### config.mk
export PLATFORM = sky130hd
export DESIGN_NAME = irrigation_event_sequencer
export DESIGN_NICKNAME = d
export VERILOG_FILES = /design/src/rtl/irrigation_event_sequencer.sv
export SDC_FILE = /design/constraint.sdc
export NUM_CORES = 1
export LEC_CHECK = 0
export ABC_AREA = 0
export BUFFER_PORTS_ARGS = -buffer_cell sky130_fd_sc_hd__buf_2
export CAP_MARGIN = 20
export CORE_AREA = 2 2 90 92
export DETAILED_ROUTE_END_ITERATION = 12
export DIE_AREA = 0 0 92 94
export PLACE_DENSITY = 0.8
export SLEW_MARGIN = 20
export SYNTH_ARGS = -nofsm -noshare
export SYNTH_HDL_FRONTEND = slang
export SYNTH_SLANG_ARGS = --single-unit
### constraint.sdc
create_clock -name clk -period 2.4 [get_ports clk]
set_clock_uncertainty 0.15 [all_clocks]
set_input_delay 0.24 -clock clk [delete_from_list [all_inputs] [get_ports clk]]
set_output_delay 0.24 -clock clk [all_outputs]
set_load 0.01 [all_outputs]
### src/rtl/irrigation_event_sequencer.sv
// -----------------------------------------------------------------------------
// irrigation_event_sequencer
//
// Requests samples of the four sensor threshold bits on a fixed tick and
// captures them when the sensor front-end acknowledges. An irrigation event
// is two or more sensor bits set in a sample. After CONFIRM_N consecutive
// event samples the valve is opened. It stays open for at least MIN_ON
// cycles and at most MAX_ON cycles. A COOLDOWN hold follows. A watchdog
// faults the block if the sensor front-end never acknowledges a request.
//
// Ports
//   clk           in   system clock, rising edge
//   rst_n         in   asynchronous active-low reset
//   enable        in   system enable
//   sensor_bits   in   [3] air temp, [2] soil temp, [1] air humidity,
//                      [0] soil moisture
//   sensor_valid  in   front-end ack, sensor_bits valid while high
//   fault_clear   in   one-cycle pulse, leaves FAULT
//   sample_req    out  sample request to the front-end
//   valve_on      out  valve drive
//   event_flag    out  popcount(last sample) >= 2
//   any_flag      out  any bit set in last sample
//   active_count  out  popcount of last sample
//   state         out  FSM state code
//   fault         out  high while in FAULT
//
// State   | meaning
// --------+-----------------------------------------------------------------
// IDLE    | waiting for a first event sample
// ARMING  | counting consecutive event samples toward CONFIRM_N
// IRRIGATE| valve open, on-time limits enforced
// COOLDOWN| valve closed, hold-off before re-arming is allowed
// FAULT   | sensor handshake timed out, waits for fault_clear
// -----------------------------------------------------------------------------
module irrigation_event_sequencer #(
    parameter int CNT_W         = 16,
    parameter int SAMPLE_PERIOD = 1000,
    parameter int CONFIRM_N     = 3,
    parameter int MIN_ON        = 500,
    parameter int MAX_ON        = 20000,
    parameter int COOLDOWN      = 2000,
    parameter int ACK_TIMEOUT   = 64
) (
    input  logic       clk,
    input  logic       rst_n,
    input  logic       enable,
    input  logic [3:0] sensor_bits,
    input  logic       sensor_valid,
    input  logic       fault_clear,
    output logic       sample_req,
    output logic       valve_on,
    output logic       event_flag,
    output logic       any_flag,
    output logic [2:0] active_count,
    output logic [2:0] state,
    output logic       fault
);

    typedef enum logic [2:0] {
        ST_IDLE     = 3'd0,
        ST_ARMING   = 3'd1,
        ST_IRRIGATE = 3'd2,
        ST_COOLDOWN = 3'd3,
        ST_FAULT    = 3'd4
    } state_t;

    localparam logic [CNT_W-1:0] TICK_LAST   = CNT_W'(SAMPLE_PERIOD - 1);
    localparam logic [CNT_W-1:0] ON_LAST     = CNT_W'(MAX_ON - 1);
    localparam logic [CNT_W-1:0] ON_MIN      = CNT_W'(MIN_ON);
    localparam logic [CNT_W-1:0] CD_LOAD     = CNT_W'(COOLDOWN - 1);
    localparam logic [CNT_W-1:0] WD_LAST     = CNT_W'(ACK_TIMEOUT - 1);
    localparam logic [CNT_W-1:0] CNT_MAX     = '1;
    localparam logic [3:0]       CONFIRM_TGT = 4'(CONFIRM_N);

    function automatic logic [2:0] popcnt4(input logic [3:0] b);
        return {2'b00, b[0]} + {2'b00, b[1]} + {2'b00, b[2]} + {2'b00, b[3]};
    endfunction

    state_t           state_q, state_d;
    logic [CNT_W-1:0] tick_cnt_q, tick_cnt_d;
    logic             req_q, req_d;
    logic [CNT_W-1:0] wd_cnt_q, wd_cnt_d;
    logic [3:0]       snap_q, snap_d;
    logic [3:0]       confirm_q, confirm_d;
    logic [CNT_W-1:0] on_cnt_q, on_cnt_d;
    logic [CNT_W-1:0] cd_cnt_q, cd_cnt_d;

    logic in_fault;
    logic tick;
    logic sample_done;
    logic wd_fire;
    logic event_now;

    // ------------------------------------------------------------------
    // Sample tick and request/acknowledge handshake
    // ------------------------------------------------------------------
    always_comb begin
        in_fault    = (state_q == ST_FAULT);
        tick        = enable && !in_fault && (tick_cnt_q == TICK_LAST);
        wd_fire     = req_q && !sensor_valid && (wd_cnt_q >= WD_LAST);
        sample_done = req_q && sensor_valid;
        // The FSM acts on the sample being captured this edge, so the event
        // decision looks at the live bus rather than the stored snapshot.
        event_now   = (popcnt4(sensor_bits) >= 3'd2);

        tick_cnt_d = tick_cnt_q;
        if (!enable || in_fault || tick) begin
            tick_cnt_d = '0;
        end else if (tick_cnt_q != CNT_MAX) begin
            tick_cnt_d = tick_cnt_q + 1'b1;
        end

        // A tick that lands while a request is outstanding is dropped.
        req_d = req_q;
        if (in_fault || wd_fire) begin
            req_d = 1'b0;
        end else if (req_q) begin
            req_d = !sensor_valid;
        end else if (tick) begin
            req_d = 1'b1;
        end

        wd_cnt_d = '0;
        if (!in_fault && req_q && !sensor_valid && !wd_fire && (wd_cnt_q != CNT_MAX)) begin
            wd_cnt_d = wd_cnt_q + 1'b1;
        end

        snap_d = sample_done ? sensor_bits : snap_q;
    end

    // ------------------------------------------------------------------
    // Sequencing FSM
    // ------------------------------------------------------------------
    always_comb begin
        state_d   = state_q;
        confirm_d = confirm_q;
        on_cnt_d  = on_cnt_q;
        cd_cnt_d  = cd_cnt_q;

        if (wd_fire) begin
            // Handshake timeout wins over every other transition.
            state_d   = ST_FAULT;
            confirm_d = '0;
            on_cnt_d  = '0;
            cd_cnt_d  = '0;
        end else begin
            unique case (state_q)
                ST_IDLE: begin
                    confirm_d = '0;
                    // A request that completes after enable dropped must not
                    // start a new arming run.
                    if (enable && sample_done && event_now) begin
                        confirm_d = 4'd1;
                        on_cnt_d  = '0;
                        state_d   = (CONFIRM_TGT <= 4'd1) ? ST_IRRIGATE : ST_ARMING;
                    end
                end

                ST_ARMING: begin
                    if (!enable) begin
                        state_d   = ST_IDLE;
                        confirm_d = '0;
                    end else if (sample_done) begin
                        if (event_now) begin
                            if ((confirm_q + 4'd1) >= CONFIRM_TGT) begin
                                confirm_d = CONFIRM_TGT;
                                on_cnt_d  = '0;
                                state_d   = ST_IRRIGATE;
                            end else begin
                                confirm_d = confirm_q + 4'd1;
                            end
                        end else begin
                            confirm_d = '0;
                            state_d   = ST_IDLE;
                        end
                    end
                end

                ST_IRRIGATE: begin
                    // on_cnt_q == ON_LAST closes regardless of a same-cycle sample.
                    if ((on_cnt_q >= ON_LAST) || !enable ||
                        ((on_cnt_q >= ON_MIN) && sample_done && !event_now)) begin
                        state_d  = ST_COOLDOWN;
                        on_cnt_d = '0;
                        cd_cnt_d = CD_LOAD;
                    end else if (on_cnt_q != CNT_MAX) begin
                        on_cnt_d = on_cnt_q + 1'b1;
                    end
                end

                ST_COOLDOWN: begin
                    if (cd_cnt_q == '0) begin
                        state_d   = ST_IDLE;
                        confirm_d = '0;
                    end else begin
                        cd_cnt_d = cd_cnt_q - 1'b1;
                    end
                end

                ST_FAULT: begin
                    confirm_d = '0;
                    on_cnt_d  = '0;
                    cd_cnt_d  = '0;
                    if (fault_clear) begin
                        state_d = ST_IDLE;
                    end
                end

                default: begin
                    state_d   = ST_IDLE;
                    confirm_d = '0;
                    on_cnt_d  = '0;
                    cd_cnt_d  = '0;
                end
            endcase
        end
    end

    always_ff @(posedge clk or negedge rst_n) begin
        if (!rst_n) begin
            state_q    <= ST_IDLE;
            tick_cnt_q <= '0;
            req_q      <= 1'b0;
            wd_cnt_q   <= '0;
            snap_q     <= 4'b0000;
            confirm_q  <= '0;
            on_cnt_q   <= '0;
            cd_cnt_q   <= '0;
        end else begin
            state_q    <= state_d;
            tick_cnt_q <= tick_cnt_d;
            req_q      <= req_d;
            wd_cnt_q   <= wd_cnt_d;
            snap_q     <= snap_d;
            confirm_q  <= confirm_d;
            on_cnt_q   <= on_cnt_d;
            cd_cnt_q   <= cd_cnt_d;
        end
    end

    // Valve follows the state register directly so reset closes it at once.
    assign sample_req   = req_q;
    assign valve_on     = (state_q == ST_IRRIGATE);
    assign fault        = (state_q == ST_FAULT);
    assign state        = state_q;
    assign active_count = popcnt4(snap_q);
    assign event_flag   = (active_count >= 3'd2);
    assign any_flag     = |snap_q;

endmodule

==> flow_summary.ini, run 1 <==
[cts]
cts-root-buf = clkbuf_8
clkTransAtPathRegs_ns = 0.10
cts_htree_levels = 3
cts_tree = yes
cts-buffers-inserted = 9
clock_latency_ns = 0.36
cts_buffer_depth = 2
cts.sinks = 76

[power_and_ir_drop]
power.net_switching_w = 0.000930
powerDensity_mw_per_mm2 = 585
pwr-share-comb = 0.215
seq_power_share = 0.481
clockPowerShare = 0.305
p_leak_nw = 2.41
ir_drop_mv = 0.334
p_sw_frac = 0.307
cell_internal_pwr_w = 0.00210

[synth]
synth.cells.most_frequent = 76 x dfrtp_1, 46 x nor2_1, 27 x nand3_1
netlist_top_cells_area = dfrtp_1 46%, nor2_1 4.2%, ha_1 3.3%
synthesis.area_mm2 = 0.00412
synth_top_cell_by_area = dfrtp_1
synth_edf_count = 0
seq_area_frac_synth = 0.462
synth_cell_types = 66
synth_ff_type = dfrtp_1
synth_top_area_frac = 0.462
syn_inst = 425
ys_seq_elements = 76
yosys_warnings = 0
syn_avg_cell_area_um2 = 9.68
async_flop_share = 1.00
synth.most_common_cell = dfrtp_1

[critical_path]
required_ns = 2.49
r2r_setup_slack_ns = -0.12
endpoint_kind = register
setup.worst_path.class = register to register
reg2reg_depth = 6
critPathArrivalTime_ns = 2.62
r2r-start = cd_cnt_q[10]
critical_path.endpoint = cd_cnt_q[8]
r2r_end = cd_cnt_q[8]
crit_fanout = 4
startpoint_type = register
cp-startpoint = cd_cnt_q[10]

[routing]
drt_iter0_drc = 229
vias = 3726
totalWireLength_um = 10200
drtPass1Iterations = 5
drc = 0
viasPerCell = 6.09
ant_nets = 0
wire_per_inst_um = 16.6

[floorplanning]
initial_core_util = 0.541
die-width_um = 92
ios = 20
die_height_um = 94
dieArea_mm2 = 0.00865
coreArea_mm2 = 0.00761
rows = 32

[sta]
timing.final.crit_share = 1.05
worst_slew_pin_slew_ns = 0.950
setup-violations-final = 19
finalCriticalPeriod_ns = 2.52
worst_slack_ns = -0.125
rsz0062_at_grt = true
finalMaxSlewViolations = 0
slew_headroom = 0.367
hold_violations = 0
fmax_mhz = 396
hold_ws_ns = 0.00100

[cells_and_area]
area_delta_synth_final_pct = 25.8
drive_gt1_frac = 0.276
layout.nets = 527
n_antenna_cell = 0

[worst_hold_path]
hold_path_class = primary input to register
hp-start = sensor_bits[0]

[run_status]
violations = setup timing
status = finished with violations

[placement]
dp_hpwl_um = 6590
portBuffers = 19
pre_cts_ws_ns = -0.203
place_congestion = 0.898

[global_route]
first_global_vias = 3560
grt_pass1_wl_um = 16600
gr-total-overflow = 0
gr-usage-all-layers = 0.241
antenna_found_initial = 0
grt_max_degree = 77

[job]
maxCapViolations = 0
power by group through the flow:
stage	clock network, W	logic, W	registers, W
3_3_place_gp	0	0.000550	0.00147
6_report	0.000922	0.000650	0.00146
4_1_cts	0.000926	0.000618	0.00145
5_1_grt	0.000984	0.000712	0.00147
3_5_place_dp	0	0.000581	0.00147
2_1_floorplan	0	0.000275	0.00150
routing by layer:
metal  vias to the layer above  GRT usage  routed length, um
met4                         0      0.101                270
met1                      1821      0.313               4280
met2                       150      0.403               5080
met3                        31     0.0425                542
met5                         -          0                  0
li1                       1724          -                  -
worst min path at each step:
stage | to | slack (ns) | cells after the start
after global placement | tick_cnt_q[8] | 0.29 | 1
after global routing | snap_q[0] | 0.01 | 2
final | snap_q[0] | 0.001 | 2
after CTS | snap_q[0] | 0.0005 | 2
after floorplan | cd_cnt_q[0] | -0.21 | 0
after detailed placement | tick_cnt_q[8] | 0.30 | 1
sequential cells by signal (all words and copies together), names as in the netlist:
signal      flops
cd_cnt_q       16
on_cnt_q       16
tick_cnt_q     16
wd_cnt_q       16
confirm_q       4
snap_q          4
state           3
sample_req      1
layout make-up:
cell class,instances,area [um^2]
clock buffers,9,124
clock inverters,7,55.1
fillers,544,2430
inverters,20,75.1
multi-input cells,324,2320
flip-flops and latches,76,1900
well taps,102,128
repair buffers,74,571
cells in the final DEF (no fill, tap or decap), types with 6 or more instances in the layout:
cell      count
dfrtp_1      76
buf_4        47
nor2_1       45
nand3_1      24
nand2_1      18
buf_2        18
a21o_1       17
o21ai_0      17
inv_1        13
nor3_1       13
and3_1       12
nand4_1      12
conb_1       10
ha_1          9
clkbuf_8      9
xor2_1        8
inv_2         7
o31ai_1       7
xnor2_1       6
cells by family (layout without fill, tap and decap cells):
| family | count (synthesis) | after routing | synth area share |
|---|---|---|---|
| other | 1 | 10 | 0.000911 |
| flip-flops | 76 | 76 | 0.462 |
| XOR/XNOR | 14 | 14 | 0.0298 |
| AO/OA/AOI/OAI | 103 | 103 | 0.184 |
| AND/OR/NAND/NOR | 178 | 178 | 0.231 |
| adder cells (fa/ha/maj) | 13 | 13 | 0.0432 |
| buffers and inverters | 34 | 110 | 0.0334 |
| multiplexers | 6 | 6 | 0.0158 |
metrics by stage:
step / setup TNS, ns / instance area [um^2] / total power [W] / utilization / instances
after floorplan: -0.0145 / 4160 / 0.00177 / - / 434
after global placement: -0.970 / 4670 / 0.00202 / 0.614 / 586
after detailed placement: -2.79 / 4670 / 0.00205 / 0.614 / 586
after CTS: -0.765 / 5010 / 0.00299 / 0.659 / 606
after global routing: -2.10 / 5180 / 0.00317 / 0.681 / 612
final: -1.31 / 5180 / 0.00303 / 0.681 / 612
worst max-delay path, cell delays in order (launching register included):
cell       delay, ns
dfrtp_1         0.39
or4_1           0.51
or4_4           0.58
o21a_4          0.26
bufbuf_16       0.27
a21oi_4         0.16
a211oi_2        0.07
repair_timing:
| item | 4_1_cts | 5_1_grt |
|---|---|---|
| hold buffers | 3 | 0 |
| endpoints found under the hold margin | 78 | 0 |
| gates resized for setup | 20 | 32 |
| pin swaps | 9 | 13 |
| endpoints found under the setup margin | 33 | 40 |
| cloned | 1 | 0 |
| buffers inserted | 0 | 6 |
No activity file was read; power rests on OpenSTA's default activity.
==> run 2: changes to the inputs <==
--- a/config.mk
+++ b/config.mk
@@ -11,7 +11,7 @@
 export CORE_AREA = 2 2 90 92
 export DETAILED_ROUTE_END_ITERATION = 12
 export DIE_AREA = 0 0 92 94
-export PLACE_DENSITY = 0.8
+export PLACE_DENSITY = 0.74
 export SLEW_MARGIN = 20
 export SYNTH_ARGS = -nofsm -noshare
 export SYNTH_HDL_FRONTEND = slang
==> run 2 against run 1 <==
Net effect:
- the run still ends with setup timing left
- sequential share of layout area is 0.44 points lower
- via count down 2.1%
- global-route usage fell by 0.094 points
- core utilization increased by 0.87 points
- worst hold slack improved by 0.087 ns
- combinational power down 3%
- sequential power hardly changed
- non-clock buffer count up 6
- design area is 1.3% higher
- total power increased by 3.5%
- maximum frequency grew 0.51%
- first-iteration DRC count increased by 1.7%
- critical endpoint is now confirm_q[1]
==> flow_summary.ini, run 2 (synthesized netlist as in run 1, its figures left out) <==
[global_route]
met3_usage = 0.0490
antenna_found_initial = 0
grt_max_degree = 41
first_global_vias = 3638
top_usage_layer = met2
gr-usage-all-layers = 0.241
use_met1 = 0.317
grt_pass1_wl_um = 16700
met2_usage = 0.393
gr-total-overflow = 0

[floorplanning]
die_height_um = 94
ios = 20
coreArea_mm2 = 0.00761
die-width_um = 92
initial_core_util = 0.541
dieArea_mm2 = 0.00865
rows = 32

[sta]
worst_slew_pin_slew_ns = 0.527
finalMaxSlewViolations = 0
finalCriticalPeriod_ns = 2.51
slew_headroom = 0.649
worst_slack_ns = -0.112
hold_violations = 0
rsz0062_at_grt = true
fmax_mhz = 398
setup-violations-final = 19
hold_ws_ns = 0.0879
timing.final.crit_share = 1.05

[critical_path]
cpMaxStageDelayCell = or4_4
critPathArrivalTime_ns = 2.66
crit_path_frequent_cell = or4_4
cp_top_family = simple AND/OR/NAND/NOR gates
required_ns = 2.55
setup.worst_path.class = register to register
endpoint_kind = register
crit_fanout = 6
path_depth = 7
reg2reg_depth = 7
startpoint_type = register
path_cells = or4_4, or4_4, buf_6, o21ai_4, a21oi_4, a2111oi_4, a21o_1
path_buf_inv = 1
crit_path_max_incr_delay_ns = 0.55

[cts]
cts_tree = yes
clock_latency_ns = 0.36
clkTransAtPathRegs_ns = 0.09
cts_htree_levels = 3
cts.sinks = 76
cts-buffers-inserted = 9
cts_buffer_depth = 2
cts-root-buf = clkbuf_8

[cells_and_area]
fin_cells = 618
final_cell_mix = 75 x dfrtp_1, 47 x buf_4, 45 x nor2_1, 25 x nand3_1
layout.nets = 533
final_util = 0.689
n_antenna_cell = 0
drive_gt1_frac = 0.279
area_delta_synth_final_pct = 27.5
layout.cells.most_common = dfrtp_1

[placement]
portBuffers = 19
place_congestion = 0.907
dp_hpwl_um = 6820
place_inst = 588

[routing]
vias = 3647
totalWireLength_um = 10100
drtPass1Iterations = 5
drc = 0
viasPerCell = 5.90
wire_per_inst_um = 16.4
drt_iter0_drc = 233
ant_nets = 0

[run_status]
status = finished with violations
violations = setup timing

[worst_hold_path]
hold_path_class = primary input to register
hold_depth = 3

[power_and_ir_drop]
ir_drop_mv = 0.318
p_leak_nw = 2.45
powerDensity_mw_per_mm2 = 597
total_power_w = 0.00313

[job]
maxCapViolations = 0
run 2: cell types whose count changed in the layout (fill, tap and decap cells not counted), moves of 3 or more:
cell,previous run,this run
o21ai_1,4,10
o21ai_0,17,10
a21oi_1,5,8
dlygate4sd3_1,3,6
buf_6,4,8
run 2: area by class of cell:
cell class / instances / area, um^2
timing repair buffer: 80 / 613
multi-input combinational: 324 / 2320
fill: 569 / 2360
clock buffer: 9 / 124
sequential: 76 / 1900
tap: 102 / 128
clock inverter: 7 / 82.6
inverter: 20 / 75.1
run 2: path summary, 6_finish.rpt:
path                       slack (ns)       endpoint   startpoint
max                             -0.11   confirm_q[1]  cd_cnt_q[4]
min                              0.09       state[2]  fault_clear
max reg2reg                     -0.11   confirm_q[1]  cd_cnt_q[4]
min reg2reg                      0.33    wd_cnt_q[0]  wd_cnt_q[0]
max in group asynchronous        1.26      snap_q[2]        rst_n
min in group asynchronous        0.25  tick_cnt_q[0]        rst_n
run 2: through the flow:
| step | setup slack (ns) | area, um^2 | setup TNS, ns |
|---|---|---|---|
| final | -0.112 | 5250 | -1.20 |
| after global routing | -0.184 | 5250 | -2.45 |
| after CTS | -0.0644 | 4990 | -0.453 |
| after detailed placement | -0.129 | 4690 | -1.78 |
| after global placement | -0.171 | 4690 | -2.25 |
| after floorplan | -0.0145 | 4160 | -0.0145 |
run 2: worst min-delay path: cells and delay by family:
family / cells / cell delay (ns)
AOI/OAI and AO/OA: 2 / 0.25
buffers and inverters: 1 / 0.08
run 2: timing repair:
action                                  in CTS  in global routing
gates resized for setup                      6                 55
endpoints found under the hold margin       43                  0
buffers inserted                             1                  7
pin swaps                                    2                 16
endpoints found under the setup margin      31                 36
hold buffers                                 6                  0
run 2: report_power, final:
group | switching (W) | internal (W)
clock | 0.000542 | 0.000497
sequential | 0.0000792 | 0.00138
combinational | 0.000309 | 0.000324
run 2: per-layer routing:
layer,up-vias,wire (um),share of wire
met5,-,0,0
met4,0,200,0.020
met3,19,394,0.039
met2,99,4940,0.49
met1,1794,4580,0.45
li1,1735,-,-
==> run 3: changes to the inputs <==
--- a/config.mk
+++ b/config.mk
@@ -12,7 +12,7 @@
 export DETAILED_ROUTE_END_ITERATION = 12
 export DIE_AREA = 0 0 92 94
 export PLACE_DENSITY = 0.74
-export SLEW_MARGIN = 20
+export RECOVER_POWER = 50
 export SYNTH_ARGS = -nofsm -noshare
 export SYNTH_HDL_FRONTEND = slang
 export SYNTH_SLANG_ARGS = --single-unit
==> constraint.sdc (replaced) <==
create_clock -name clk -period 2.1 [get_ports clk]
set_clock_uncertainty 0.15 [all_clocks]
set_input_delay 0.21 -clock clk [delete_from_list [all_inputs] [get_ports clk]]
set_output_delay 0.21 -clock clk [all_outputs]
set_load 0.01 [all_outputs]
==> run 3 against run 2 <==
Net effect:
- the flow still finishes with violations (setup timing)
- global-route usage increased by 2.7 points
- cell count grew 6.5%
- critical path type unchanged
- non-clock buffer count is 40 higher
- worst hold slack improved by 0.0018 ns
- sequential cell count did not move
- sequential share of layout area is 3.3 points lower
- die area stayed put
- design area up 9.8%
- register-to-register slack got worse by 0.31 ns
- clock power increased by 7%
- critical endpoint is now cd_cnt_q[6]
- largest cell class unchanged
==> flow_summary.ini, run 3 (synthesized netlist as in run 1, its figures left out) <==
[critical_path]
required_ns = 2.20
r2r-start = cd_cnt_q[4]
cp-startpoint = cd_cnt_q[4]
critPathArrivalTime_ns = 2.62
startpoint_type = register
crit_fanout = 4
setup.worst_path.class = register to register
endpoint_kind = register

[cells_and_area]
fillers = 464
n_antenna_cell = 0
layout.cells.most_common = buf_4
final_cell_mix = 83 x buf_4, 76 x dfrtp_1, 44 x nor2_1, 25 x nand3_1, 18 x a21o_1
final_area_mm2 = 0.00576
area_delta_synth_final_pct = 40.0
drive_gt1_frac = 0.376
layout.nets = 573

[sta]
finalMaxSlewViolations = 0
setup-violations-final = 41
tns_ns = -11.60
slew_headroom = 0.240
fmax_mhz = 396
worst_slew_pin_slew_ns = 1.14
finalCriticalPeriod_ns = 2.53
worst_slack_ns = -0.426
rsz0062_at_grt = true
timing.final.crit_share = 1.20
hold_violations = 0

[cts]
cts.sinks = 76
cts_tree = yes
clkTransAtPathRegs_ns = 0.09
cts_buffer_depth = 2
cts-root-buf = clkbuf_8
cts_htree_levels = 3
cts-buffers-inserted = 9
clock_latency_ns = 0.37

[placement]
place_congestion = 0.873
dp_hpwl_um = 7010
dpl-instance-area_mm2 = 0.00495
portBuffers = 19

[power_and_ir_drop]
p_leak_nw = 2.67
total_power_w = 0.00361
ir_drop_mv = 0.411
powerDensity_mw_per_mm2 = 628

[routing]
drtPass1Iterations = 5
wire_per_inst_um = 18.6
viasPerCell = 6.11
drc = 0
drt_iter0_drc = 383
vias = 4022
ant_nets = 0
totalWireLength_um = 12300

[run_status]
violations = setup timing
status = finished with violations

[worst_hold_path]
hp-start = fault_clear
hold_path_class = primary input to register

[floorplanning]
dieArea_mm2 = 0.00865
coreArea_mm2 = 0.00761
die_height_um = 94
ios = 20
rows = 32
die-width_um = 92
initial_core_util = 0.541

[global_route]
grt_pass1_wl_um = 18200
gr-usage-all-layers = 0.267
gr-total-overflow = 0
grt_max_degree = 45
first_global_vias = 3856
antenna_found_initial = 0

[job]
maxCapViolations = 0
-- run 3: changes by cell type in the layout (fill, tap and decap cells not counted), sizes merged --
cell / previous run / this run
clkbuf: 9 / 11
clkinvlp: 2 / 1
bufinv: 1 / 0
buf: 74 / 112
inv: 23 / 25
-- run 3: area by class of cell --
type,count,area (um^2),area share
multi-input cells,324,2510,0.436
repair buffers,120,951,0.165
flip-flops and latches,76,1900,0.330
well taps,102,128,0.0222
inverters,20,77.6,0.0135
clock inverters,7,65.1,0.0113
clock buffers,9,124,0.0215
-- run 3: path summary, 6_finish.rpt --
kind | endpoint | slack, ns | depth (start not counted)
max in group asynchronous | sample_req | 0.22 | 3
min reg2reg | wd_cnt_q[0] | 0.39 | 2
max | cd_cnt_q[6] | -0.43 | 6
max reg2reg | cd_cnt_q[6] | -0.43 | 6
min in group asynchronous | tick_cnt_q[1] | 0.45 | 2
min | state[2] | 0.09 | 3
-- run 3: power breakdown --
part,internal [W],leakage (nW),switching (W)
clock network,0.000460,0.0947,0.000653
logic,0.000436,1.58,0.000417
registers,0.00158,0.990,0.0000676
total,0.00248,2.67,0.00114
-- run 3: what timing repair did --
item,4_1_cts,5_1_grt
endpoints found under the hold margin,48,0
setup endpoints to repair,41,41
buffers inserted,9,5
gates resized for setup,78,29
hold buffers,6,0
pin swaps,28,15
gates cloned,2,1
-- run 3: through the flow --
step                worst slack, ns   util  instances  hold WS, ns
floorplan                    -0.293      -        434       -0.236
global placement             -0.368  0.651        619        0.109
detailed placement           -0.398  0.651        619        0.108
CTS                          -0.352  0.735        652       0.0779
global route                 -0.450  0.757        658       0.0989
finish                       -0.426  0.757        658       0.0897
-- run 3: worst max-delay path, stage by stage, from the launching register on --
cell and delay [ns]:
dfrtp_1 0.39, or4_4 0.55, or4_4 0.55, buf_6 0.15, o21ai_4 0.22, nor2_1 0.14, o221a_1 0.27
-- run 3: routing by layer --
| layer | part of all wire | track usage | vias up |
|---|---|---|---|
| li1 | - | - | 1820 |
| met1 | 0.42 | 0.348 | 1998 |
| met2 | 0.51 | 0.447 | 169 |
| met3 | 0.050 | 0.0506 | 35 |
| met4 | 0.029 | 0.0983 | 0 |
| met5 | 0 | 0 | - |
